### config.mk
export PLATFORM = sky130hd
export DESIGN_NAME = core_mem_arbiter
export DESIGN_NICKNAME = d
export VERILOG_FILES = /design/src/rtl/core_mem_arb_pkg.sv /design/src/rtl/rr_priority_picker.sv /design/src/rtl/core_mem_arbiter.sv
export SDC_FILE = /design/constraint.sdc
export NUM_CORES = 1
export LEC_CHECK = 0
export ABC_CLOCK_PERIOD_IN_PS = 3250
export BUFFER_PORTS_ARGS = -buffer_cell sky130_fd_sc_hd__clkbuf_2
export CELL_PAD_IN_SITES_DETAIL_PLACEMENT = 1
export CELL_PAD_IN_SITES_GLOBAL_PLACEMENT = 1
export CORE_ASPECT_RATIO = 0.6
export CORE_UTILIZATION = 34
export CTS_CLUSTER_SIZE = 24
export DETAILED_ROUTE_END_ITERATION = 10
export PLACE_DENSITY = 0.89
export RECOVER_POWER = 50
export SLEW_MARGIN = 20
export SYNTH_ARGS = -nofsm -noshare
export SYNTH_HDL_FRONTEND = slang
export SYNTH_SLANG_ARGS = --single-unit
### constraint.sdc
create_clock -name clk -period 3.25 [get_ports clk]
set_input_delay 0.1625 -clock clk [delete_from_list [all_inputs] [get_ports clk]]
set_output_delay 0.1625 -clock clk [all_outputs]
set_load 0.02 [all_outputs]
### src/rtl/core_mem_arb_pkg.sv
// rtl/core_mem_arb_pkg.sv - shared types and width helpers for the core memory arbiter
package core_mem_arb_pkg;

  typedef enum logic [1:0] {
    IDLE  = 2'd0,
    ISSUE = 2'd1,
    WAIT  = 2'd2,
    RESP  = 2'd3
  } arb_state_e;

  function automatic int calc_sel_w(input int core_count);
    return ($clog2(core_count) < 1) ? 1 : $clog2(core_count);
  endfunction

  function automatic int calc_cnt_w(input int mem_latency);
    return ($clog2(mem_latency) < 1) ? 1 : $clog2(mem_latency);
  endfunction

endpackage

### src/rtl/rr_priority_picker.sv
// rtl/rr_priority_picker.sv - combinational round-robin winner search starting at ptr
module rr_priority_picker #(
  parameter int core_count = 4,
  parameter int sel_w      = 2
) (
  input  logic [core_count-1:0] req,
  input  logic [sel_w-1:0]      ptr,
  output logic [sel_w-1:0]      winner,
  output logic                  any_req
);

  localparam logic [sel_w:0] N_CORES = (sel_w+1)'(core_count);

  logic [2*core_count-1:0] req_dbl;
  logic [core_count-1:0]   window;
  logic [sel_w:0]          offset;
  logic [sel_w:0]          sum;

  // Duplicating req lets a plain slice starting at ptr act as a rotation.
  assign req_dbl = {req, req};
  assign window  = req_dbl[ptr +: core_count];
  assign any_req = |req;

  always_comb begin
    offset = '0;
    for (int i = core_count - 1; i >= 0; i--) begin
      if (window[i]) offset = (sel_w+1)'(i);
    end
    sum = {1'b0, ptr} + offset;
    if (sum >= N_CORES) sum = sum - N_CORES;
    winner = sum[sel_w-1:0];
  end

endmodule

### src/rtl/core_mem_arbiter.sv
// rtl/core_mem_arbiter.sv - round-robin arbiter sharing one single-port data memory among cores
module core_mem_arbiter
  import core_mem_arb_pkg::*;
#(
  parameter int reg_width   = 12,
  parameter int addr_width  = 12,
  parameter int core_count  = 4,
  parameter int mem_latency = 1
) (
  input  logic                             clk,
  input  logic                             reset,
  input  logic [core_count-1:0]            req,
  input  logic [core_count-1:0]            we,
  input  logic [core_count*addr_width-1:0] addr,
  input  logic [core_count*reg_width-1:0]  wdata,
  output logic [core_count-1:0]            grant,
  output logic [core_count-1:0]            rvalid,
  output logic [reg_width-1:0]             rdata,
  output logic                             busy,
  output logic [addr_width-1:0]            mem_addr,
  output logic [reg_width-1:0]             mem_wdata,
  output logic                             mem_we,
  input  logic [reg_width-1:0]             mem_rdata
);

  localparam int SEL_W = calc_sel_w(core_count);
  localparam int CNT_W = calc_cnt_w(mem_latency);
  localparam logic [CNT_W-1:0] CNT_LOAD  = CNT_W'(mem_latency - 1);
  localparam logic [SEL_W-1:0] LAST_CORE = SEL_W'(core_count - 1);

  arb_state_e              state_q, state_d;
  logic [SEL_W-1:0]        sel_q, sel_d, ptr_q, ptr_d, win;
  logic [CNT_W-1:0]        cnt_q, cnt_d;
  logic                    we_l_q, we_l_d, any_req;
  logic [addr_width-1:0]   mem_addr_q, mem_addr_d;
  logic [reg_width-1:0]    mem_wdata_q, mem_wdata_d, rdata_q, rdata_d;
  logic [addr_width-1:0]   addr_a  [core_count];
  logic [reg_width-1:0]    wdata_a [core_count];

  for (genvar i = 0; i < core_count; i++) begin : g_unpack
    assign addr_a[i]  = addr[i*addr_width +: addr_width];
    assign wdata_a[i] = wdata[i*reg_width +: reg_width];
  end

  rr_priority_picker #(
    .core_count(core_count),
    .sel_w     (SEL_W)
  ) u_picker (
    .req    (req),
    .ptr    (ptr_q),
    .winner (win),
    .any_req(any_req)
  );

  always_comb begin
    state_d     = state_q;
    sel_d       = sel_q;
    ptr_d       = ptr_q;
    cnt_d       = cnt_q;
    we_l_d      = we_l_q;
    mem_addr_d  = mem_addr_q;
    mem_wdata_d = mem_wdata_q;
    rdata_d     = rdata_q;
    case (state_q)
      IDLE: begin
        if (any_req) begin
          sel_d       = win;
          mem_addr_d  = addr_a[win];
          mem_wdata_d = wdata_a[win];
          we_l_d      = we[win];
          ptr_d       = (win == LAST_CORE) ? '0 : win + SEL_W'(1);
          state_d     = ISSUE;
        end
      end
      ISSUE: begin
        if (we_l_q) begin
          state_d = IDLE;
        end else begin
          cnt_d   = CNT_LOAD;
          state_d = WAIT;
        end
      end
      WAIT: begin
        // Counter reaching zero marks cycle ISSUE+mem_latency, when mem_rdata is valid.
        if (cnt_q == '0) begin
          rdata_d = mem_rdata;
          state_d = RESP;
        end else begin
          cnt_d = cnt_q - CNT_W'(1);
        end
      end
      RESP:    state_d = IDLE;
      default: state_d = IDLE;
    endcase
  end

  always_ff @(posedge clk or posedge reset) begin
    if (reset) begin
      state_q     <= IDLE;
      sel_q       <= '0;
      ptr_q       <= '0;
      cnt_q       <= '0;
      we_l_q      <= 1'b0;
      mem_addr_q  <= '0;
      mem_wdata_q <= '0;
      rdata_q     <= '0;
    end else begin
      state_q     <= state_d;
      sel_q       <= sel_d;
      ptr_q       <= ptr_d;
      cnt_q       <= cnt_d;
      we_l_q      <= we_l_d;
      mem_addr_q  <= mem_addr_d;
      mem_wdata_q <= mem_wdata_d;
      rdata_q     <= rdata_d;
    end
  end

  always_comb begin
    grant  = '0;
    rvalid = '0;
    if (state_q == ISSUE) grant[sel_q]  = 1'b1;
    if (state_q == RESP)  rvalid[sel_q] = 1'b1;
  end

  assign mem_we    = (state_q == ISSUE) && we_l_q;
  assign busy      = (state_q != IDLE);
  assign mem_addr  = mem_addr_q;
  assign mem_wdata = mem_wdata_q;
  assign rdata     = rdata_q;

endmodule

==> summary.md, run 1 <==
| Metric | Value |
|---|---|
| Ys async rst share | 1.00 |
| Final WS setup | 0.375 ns |
| Hold Slack | ~0.11 ns |
| Hold Vio Cnt, Final | 0 |
| GR Util met3 | 0.0484 |
| IO Pins | about 160 |
| Diode count | 0 |
| CP Class | reg -> reg |
| Syn Nets | about 430 |
| Nets@finish | 576 |
| Sum Neg Setup Slack | 0 ns |
| Post-synth EDFFs | 0 |
| Clock Sinks | 43 |
| Max cap viols | 1 |
| Highest-count cells in the layout ignoring fill and taps | 142 x clkbuf_2, 53 x nor2b_1, 43 x dfrtp_1 |
| Cell Area, Synth | 3310 µm² |
| Commonest non-fill, non-tap cell in the layout | clkbuf_2 |
| Setup Skew | between 0.006 and 0.007 ns |
| Register area share after synthesis | 0.325 |
| Slew of the pin with the lowest slew margin | about 1.7 ns |
| Top_reg_cell synth | dfrtp_1 |
| DRT iter0 DRCs | 110 |
| Worst vdd ir | roughly 0.73 mV |
| Worst setup EP type | flip-flop |
| Core ar. | 9320 µm² |
| Placed Area | 4190 µm² |
| Synth cell types | 48 |
| Relative slew slack | -0.109 |
| P per Cell Area | about 1300 nW/µm² |
| Post-CTS sizing | 0 |
| M2 GR Usage | 0.385 |
| Fmax | around 0.35 GHz |
| DP Worst Slack | about 0.38 ns |
| Buffer type at the clock tree root | clkbuf_16 |
| Total Die Area | roughly 10000 µm² |
| Row count | 27 |
| CTS tree | yes |
| Overall Global Routing Usage | 0.218 |
| Worst EP required | 3.43 ns |
| Outcome | finished, violations left |
| RSZ-0062 raised after global routing | no |
| DRT Wirelength | 10.8 mm |
| DRC Markers | 0 |
| Min-Delay Path Class | in -> reg |
| Largest net degree at the start of global routing | 49 |
| Die X | 129 µm |
| Detailed Routing Iterations Pass 1 | 4 |
| Synthesis-stage register bit count | 43 |
| Met1 global-route usage | 0.267 |
| Drt wl/cell | roughly 18 µm |
| DRT antenna net count | 0 |
| Failing checks | capacitance limit, slew limit |
| Max Slew Vio Count | 44 |
| Vias | 3087 |
| Initial Util | 0.355 |
| Final Critical Period | about 2.9 ns |
| Post-CTS Setup Inserts | 0 |
| Via density per instance | between 5 and 6 |
| Antenna violations before repair | 0 |
| P&R area growth vs syn | 31.2% |
| Startpoint types | flip-flop |
| Vias in the first global route | 3329 |
| Post-synthesis cell count | 310 |
| WP data arrival | 3.06 ns |
| GRT overflow | 0 |
| Clk Latency, worst-skew pair | about 0.28 ns |
| Final non-filler cell area | 4340 µm² |
| Syn_area_per_cell | around 11 µm² |
| CP max FO | 17 |
| First-pass GRT wire length | between 15 and 20 mm |
| Ratio of cells with drive above 1 in the final layout | 0.456 |
| Die Y | about 78 µm |
| Gr busiest metal | met2 |
| Port bufs | roughly 160 |
| Yosys warns | 0 |
| Final setup fails | 0 |
| RePlAce Congestion | 0.744 |
| CTS hold repair buffers | 0 |
| HPWL after detailed placement | 8.50 mm |
| CTS Buf Count | 5 |
| Clock slew at reported path FFs | roughly 0.060 ns |
| Final period utilization | 0.885 |
| Leakage | roughly 1.8 nW |
| Clk buf depth | 2 |
| H-tree Lvls | 2 |
## critical path, cell delays in order (launching register included)
cell       delay (ns)
dfrtp_1          0.48
nor3_1           0.10
a311oi_1         0.30
o221ai_1         0.22
ha_4             0.23
inv_1            0.09
o211a_2          0.67
buf_4            0.34
a2111oi_4        0.06
o31ai_1          0.26
## path summary, 6_finish.rpt
kind                              startpoint      endpoint  slack, ns  depth (start not counted)
worst max-delay path                ptr_q[0]  mem_wdata[1]       0.37                          9
worst min-delay path            mem_rdata[1]      rdata[1]       0.11                          2
worst max register to register      ptr_q[0]  mem_wdata[1]       0.37                          9
worst min register to register   mem_addr[2]   mem_addr[2]       0.49                          2
max in group asynchronous              reset   mem_addr[5]       1.91                          2
min in group asynchronous              reset      rdata[7]       0.37                          2
## layout make-up
class                           instances  area [µm²]
Multi-Input combinational cell        229        2010
Sequential cell                        43        1080
Clock inverter                          2        35.0
Inverter                                6        22.5
Clock buffer                            6         139
Fill cell                            1119        4980
Tap cell                              130         163
Timing Repair Buffer                  172         895
## Yosys cell counts, types with 2 or more instances
cell / count / area share
clkbuf_1: 12 / 0.014
nand2_1: 31 / 0.035
a221oi_1: 25 / 0.066
o21bai_1: 2 / 0.0045
nor2b_1: 53 / 0.10
nor3_1: 4 / 0.0060
or2_2: 3 / 0.0057
o21ai_0: 3 / 0.0045
a21oi_1: 3 / 0.0045
inv_1: 6 / 0.0068
dfrtp_1: 43 / 0.32
mux2_2: 14 / 0.048
o31ai_1: 22 / 0.050
buf_2: 11 / 0.017
a2111oi_4: 19 / 0.16
buf_12: 2 / 0.012
nor2_1: 12 / 0.014
buf_4: 4 / 0.0091
a2111oi_0: 6 / 0.016
nand2b_1: 3 / 0.0057
o31ai_2: 5 / 0.019
## sequential cells by signal (all words and copies together), names as in the netlist, named ones only
register,cells
mem_wdata,12
state_q,1
sel_q,2
rdata,12
mem_addr,12
ptr_q,2
we_l_q,1
## where the power goes
group	switching, mW	total (mW)	internal [mW]	leakage (nW)
Combinational	2.37	3.93	1.56	1.24
Clock	0.208	0.590	0.382	0.0868
Sequential	0.219	1.04	0.825	0.520
## kinds of logic after synthesis
family                   Yosys count  share of synthesized area
XOR/XNOR                           2                    0.00529
flip-flops                        43                      0.325
AND/OR/NAND/NOR                  113                      0.181
multiplexers                      14                     0.0476
buffers and inverters             38                     0.0714
AO/OA/AOI/OAI                     99                      0.366
adder cells (fa/ha/maj)            1                    0.00378
## stage by stage
stage          utilization  instances  total power [mW]
6_report             0.466        588              5.56
5_1_grt              0.466        588              5.97
2_1_floorplan            -        310              4.11
3_5_place_dp         0.450        580              5.04
4_1_cts              0.468        588              5.63
3_3_place_gp         0.450        580              4.84
## metal layers
metal	part of all wire	vias up
met5	0	-
met4	0.012	0
met3	0.062	10
met2	0.49	104
met1	0.44	1506
li1	-	1467
Power figures use the tool's default switching activity.
==> run 2: changes to the inputs <==
--- a/config.mk
+++ b/config.mk
@@ -10,10 +10,10 @@
 export CELL_PAD_IN_SITES_DETAIL_PLACEMENT = 1
 export CELL_PAD_IN_SITES_GLOBAL_PLACEMENT = 1
 export CORE_ASPECT_RATIO = 0.6
-export CORE_UTILIZATION = 34
+export CORE_UTILIZATION = 25
 export CTS_CLUSTER_SIZE = 24
 export DETAILED_ROUTE_END_ITERATION = 10
-export PLACE_DENSITY = 0.89
+export PLACE_DENSITY = 0.71
 export RECOVER_POWER = 50
 export SLEW_MARGIN = 20
 export SYNTH_ARGS = -nofsm -noshare
==> summary.md, run 2 (synthesis results as in run 1) <==
| Metric | Value |
|---|---|
| Outcome | finished, violations left |
| Failing checks | capacitance limit, slew limit |
| Switch Pwr | 2.81 mW (+0.47%) |
| Worst path cell trace | nor3_1 > a311oi_1 > o221ai_1 > ha_4 > inv_1 > o211a_2 > buf_4 > a2111oi_4 > o31ai_1 |
| CTS hold repair buffers | 0 (unchanged) |
| Ratio of cells with drive above 1 in the final layout | 0.462 (+0.00554) |
| Drt wl/cell | 17.3 µm (-5.6%) |
| GRT overflow | 0 (unchanged) |
| DRT Wirelength | 10.9 mm (+0.99%) |
| Clock slew at reported path FFs | 0.07 ns (about the same) |
| Total Die Area | 13700 µm² (+35%) |
| CP max FO | 17 (unchanged) |
| Gate power share | 0.711 (+0.005) |
| Final period utilization | 0.888 (+0.00308) |
| HPWL after detailed placement | 8.31 mm (-2.2%) |
| Commonest non-fill, non-tap cell in the layout | clkbuf_2 |
| Detailed Routing Iterations Pass 1 | 6 (+2) |
| Hold Vio Cnt, Final | 0 (unchanged) |
| Worst EP required | 3.43 ns (about the same) |
| P&R area growth vs syn | 32.3% |
| Antenna violations before repair | 0 (unchanged) |
| WP data arrival | 3.07 ns (about the same) |
| Net Sw Frac | 0.511 (+0.00879) |
| Leakage | 1.83 nW (-0.73%) |
| Reg power frac | 0.191 (+0.003) |
| Vias in the first global route | 3194 (-4.1%) |
| Overall Global Routing Usage | 0.162 (-0.0564) |
| Clock Sinks | 43 (unchanged) |
| Port bufs | 163 (unchanged) |
| Relative slew slack | -0.446 (-0.336) |
| Via density per instance | 4.89 (-6.9%) |
| Worst Path Buf+Inv | 2 (unchanged) |
| CP Class | reg -> reg |
| H-tree Lvls | 2 (unchanged) |
| Clk Latency, worst-skew pair | 0.29 ns (about the same) |
| Diode count | 0 (unchanged) |
| Slew of the pin with the lowest slew margin | 2.16 ns (+0.494 ns) |
| Vias | 3076 (-0.36%) |
| Initial Util | 0.257 (-0.0983) |
| Row count | 32 (+19%) |
| Largest net degree at the start of global routing | 45 (-8.2%) |
| Clk buf depth | 2 (unchanged) |
| Worst setup EP type | flip-flop |
| Core ar. | 12900 µm² (+38%) |
| CTS Buf Count | 5 (unchanged) |
| CP max stage delay | 0.57 ns (-0.10 ns) |
| Nets@finish | 577 (+0.17%) |
| Min-Delay Path Class | in -> reg |
| RSZ-0062 raised after global routing | no |
| RePlAce Congestion | 0.791 (+6.2%) |
| IO Pins | 164 (unchanged) |
| Final setup fails | 0 (unchanged) |
| Startpoint types | flip-flop |
| Buffer type at the clock tree root | clkbuf_16 |
| Crit-path leading delay family | compound AO/OA/AOI/OAI gates |
| Fmax | 0.347 GHz (-0.35%) |
| CTS tree | yes |
| Clk pwr share | 0.098 (-0.008) |
| Sum Neg Setup Slack | 0 ns (unchanged) |
| Die Y | 91.2 µm (+16%) |
| Internal power | 2.69 mW (-3.0%) |
| Finished Core Util | 0.340 (-0.126) |
| DRC Markers | 0 (unchanged) |
| Post-CTS Setup Inserts | 0 (unchanged) |
| Worst vdd ir | 0.578 mV (-21%) |
| P per Cell Area | 1250 nW/µm² (-2.1%) |
| Max cap viols | 1 (unchanged) |
| DRT antenna net count | 0 (unchanged) |
| First-pass GRT wire length | 17.3 mm (+0.89%) |
| Setup Skew | 0.0125 ns (+0.00628 ns) |
| Highest-count cells in the layout ignoring fill and taps | 142 x clkbuf_2, 53 x nor2b_1, 42 x dfrtp_1 |
| Hold Slack | 0.0997 ns (-0.00743 ns) |
| DRT iter0 DRCs | 120 (+9.1%) |
| Final Critical Period | 2.89 ns (+0.0100 ns) |
| Max Slew Vio Count | 44 (unchanged) |
| Die X | 151 µm (+16%) |
| Crit-path slowest cell | dfrtp_2 |
-- run 2: power groups by stage --
stage	logic, mW	clock network, mW	registers, mW
2_1_floorplan	2.86	0	1.26
3_3_place_gp	3.86	0	1.03
3_5_place_dp	3.98	0	1.06
4_1_cts	3.99	0.560	1.05
5_1_grt	4.26	0.583	1.09
6_report	3.91	0.537	1.05
-- run 2: final cells by class --
type	count	area (µm²)
clock inverter	3	26.3
fill	1536	8510
clock buffer	5	125
timing repair buffer	173	902
tap	170	213
sequential	43	1080
multi-input combinational	229	2010
inverter	6	23.8
-- run 2: worst reg2reg max path: stages, from the launching register on --
cell	delay [ns]
dfrtp_2	0.57
nor3_1	0.12
a311oi_1	0.34
o221ai_1	0.21
ha_4	0.22
inv_1	0.08
o211a_2	0.52
buf_4	0.35
a2111oi_4	0.07
o31ai_1	0.29
-- run 2: stage by stage --
step	setup WS, ns	std cells	instance area [µm²]	total power, mW
2_1_floorplan	0.690	310	3310	4.11
3_3_place_gp	0.481	621	4250	4.90
3_5_place_dp	0.264	621	4250	5.04
4_1_cts	0.232	629	4400	5.59
5_1_grt	0.158	629	4380	5.93
6_report	0.365	629	4380	5.49
-- run 2: worst paths after layout --
check	slack, ns	cells past startpoint	to	from
max	0.36	9	mem_wdata[6]	ptr_q[0]
min	0.1	2	rdata[2]	mem_rdata[2]
max reg2reg	0.36	9	mem_wdata[6]	ptr_q[0]
min reg2reg	0.49	2	mem_addr[3]	mem_addr[3]
max in group asynchronous	1.74	2	ptr_q[0]	reset
min in group asynchronous	0.42	2	rdata[11]	reset
-- run 2: layer usage --
metal  wire length (µm)  up-vias  part of all wire  global-route usage
met5                  0        -                 0                   0
met4                 99        0            0.0091              0.0333
met3                687        9             0.063              0.0427
met2               4890       87              0.45               0.255
met1               5200     1507              0.48               0.220
li1                   -     1473                 -                   -
-- run 2: what timing repair did --
item                                    in CTS  in global routing
gates resized for setup                      0                  1
endpoints found under the hold margin        0                  0
endpoints found under the setup margin       0                  7
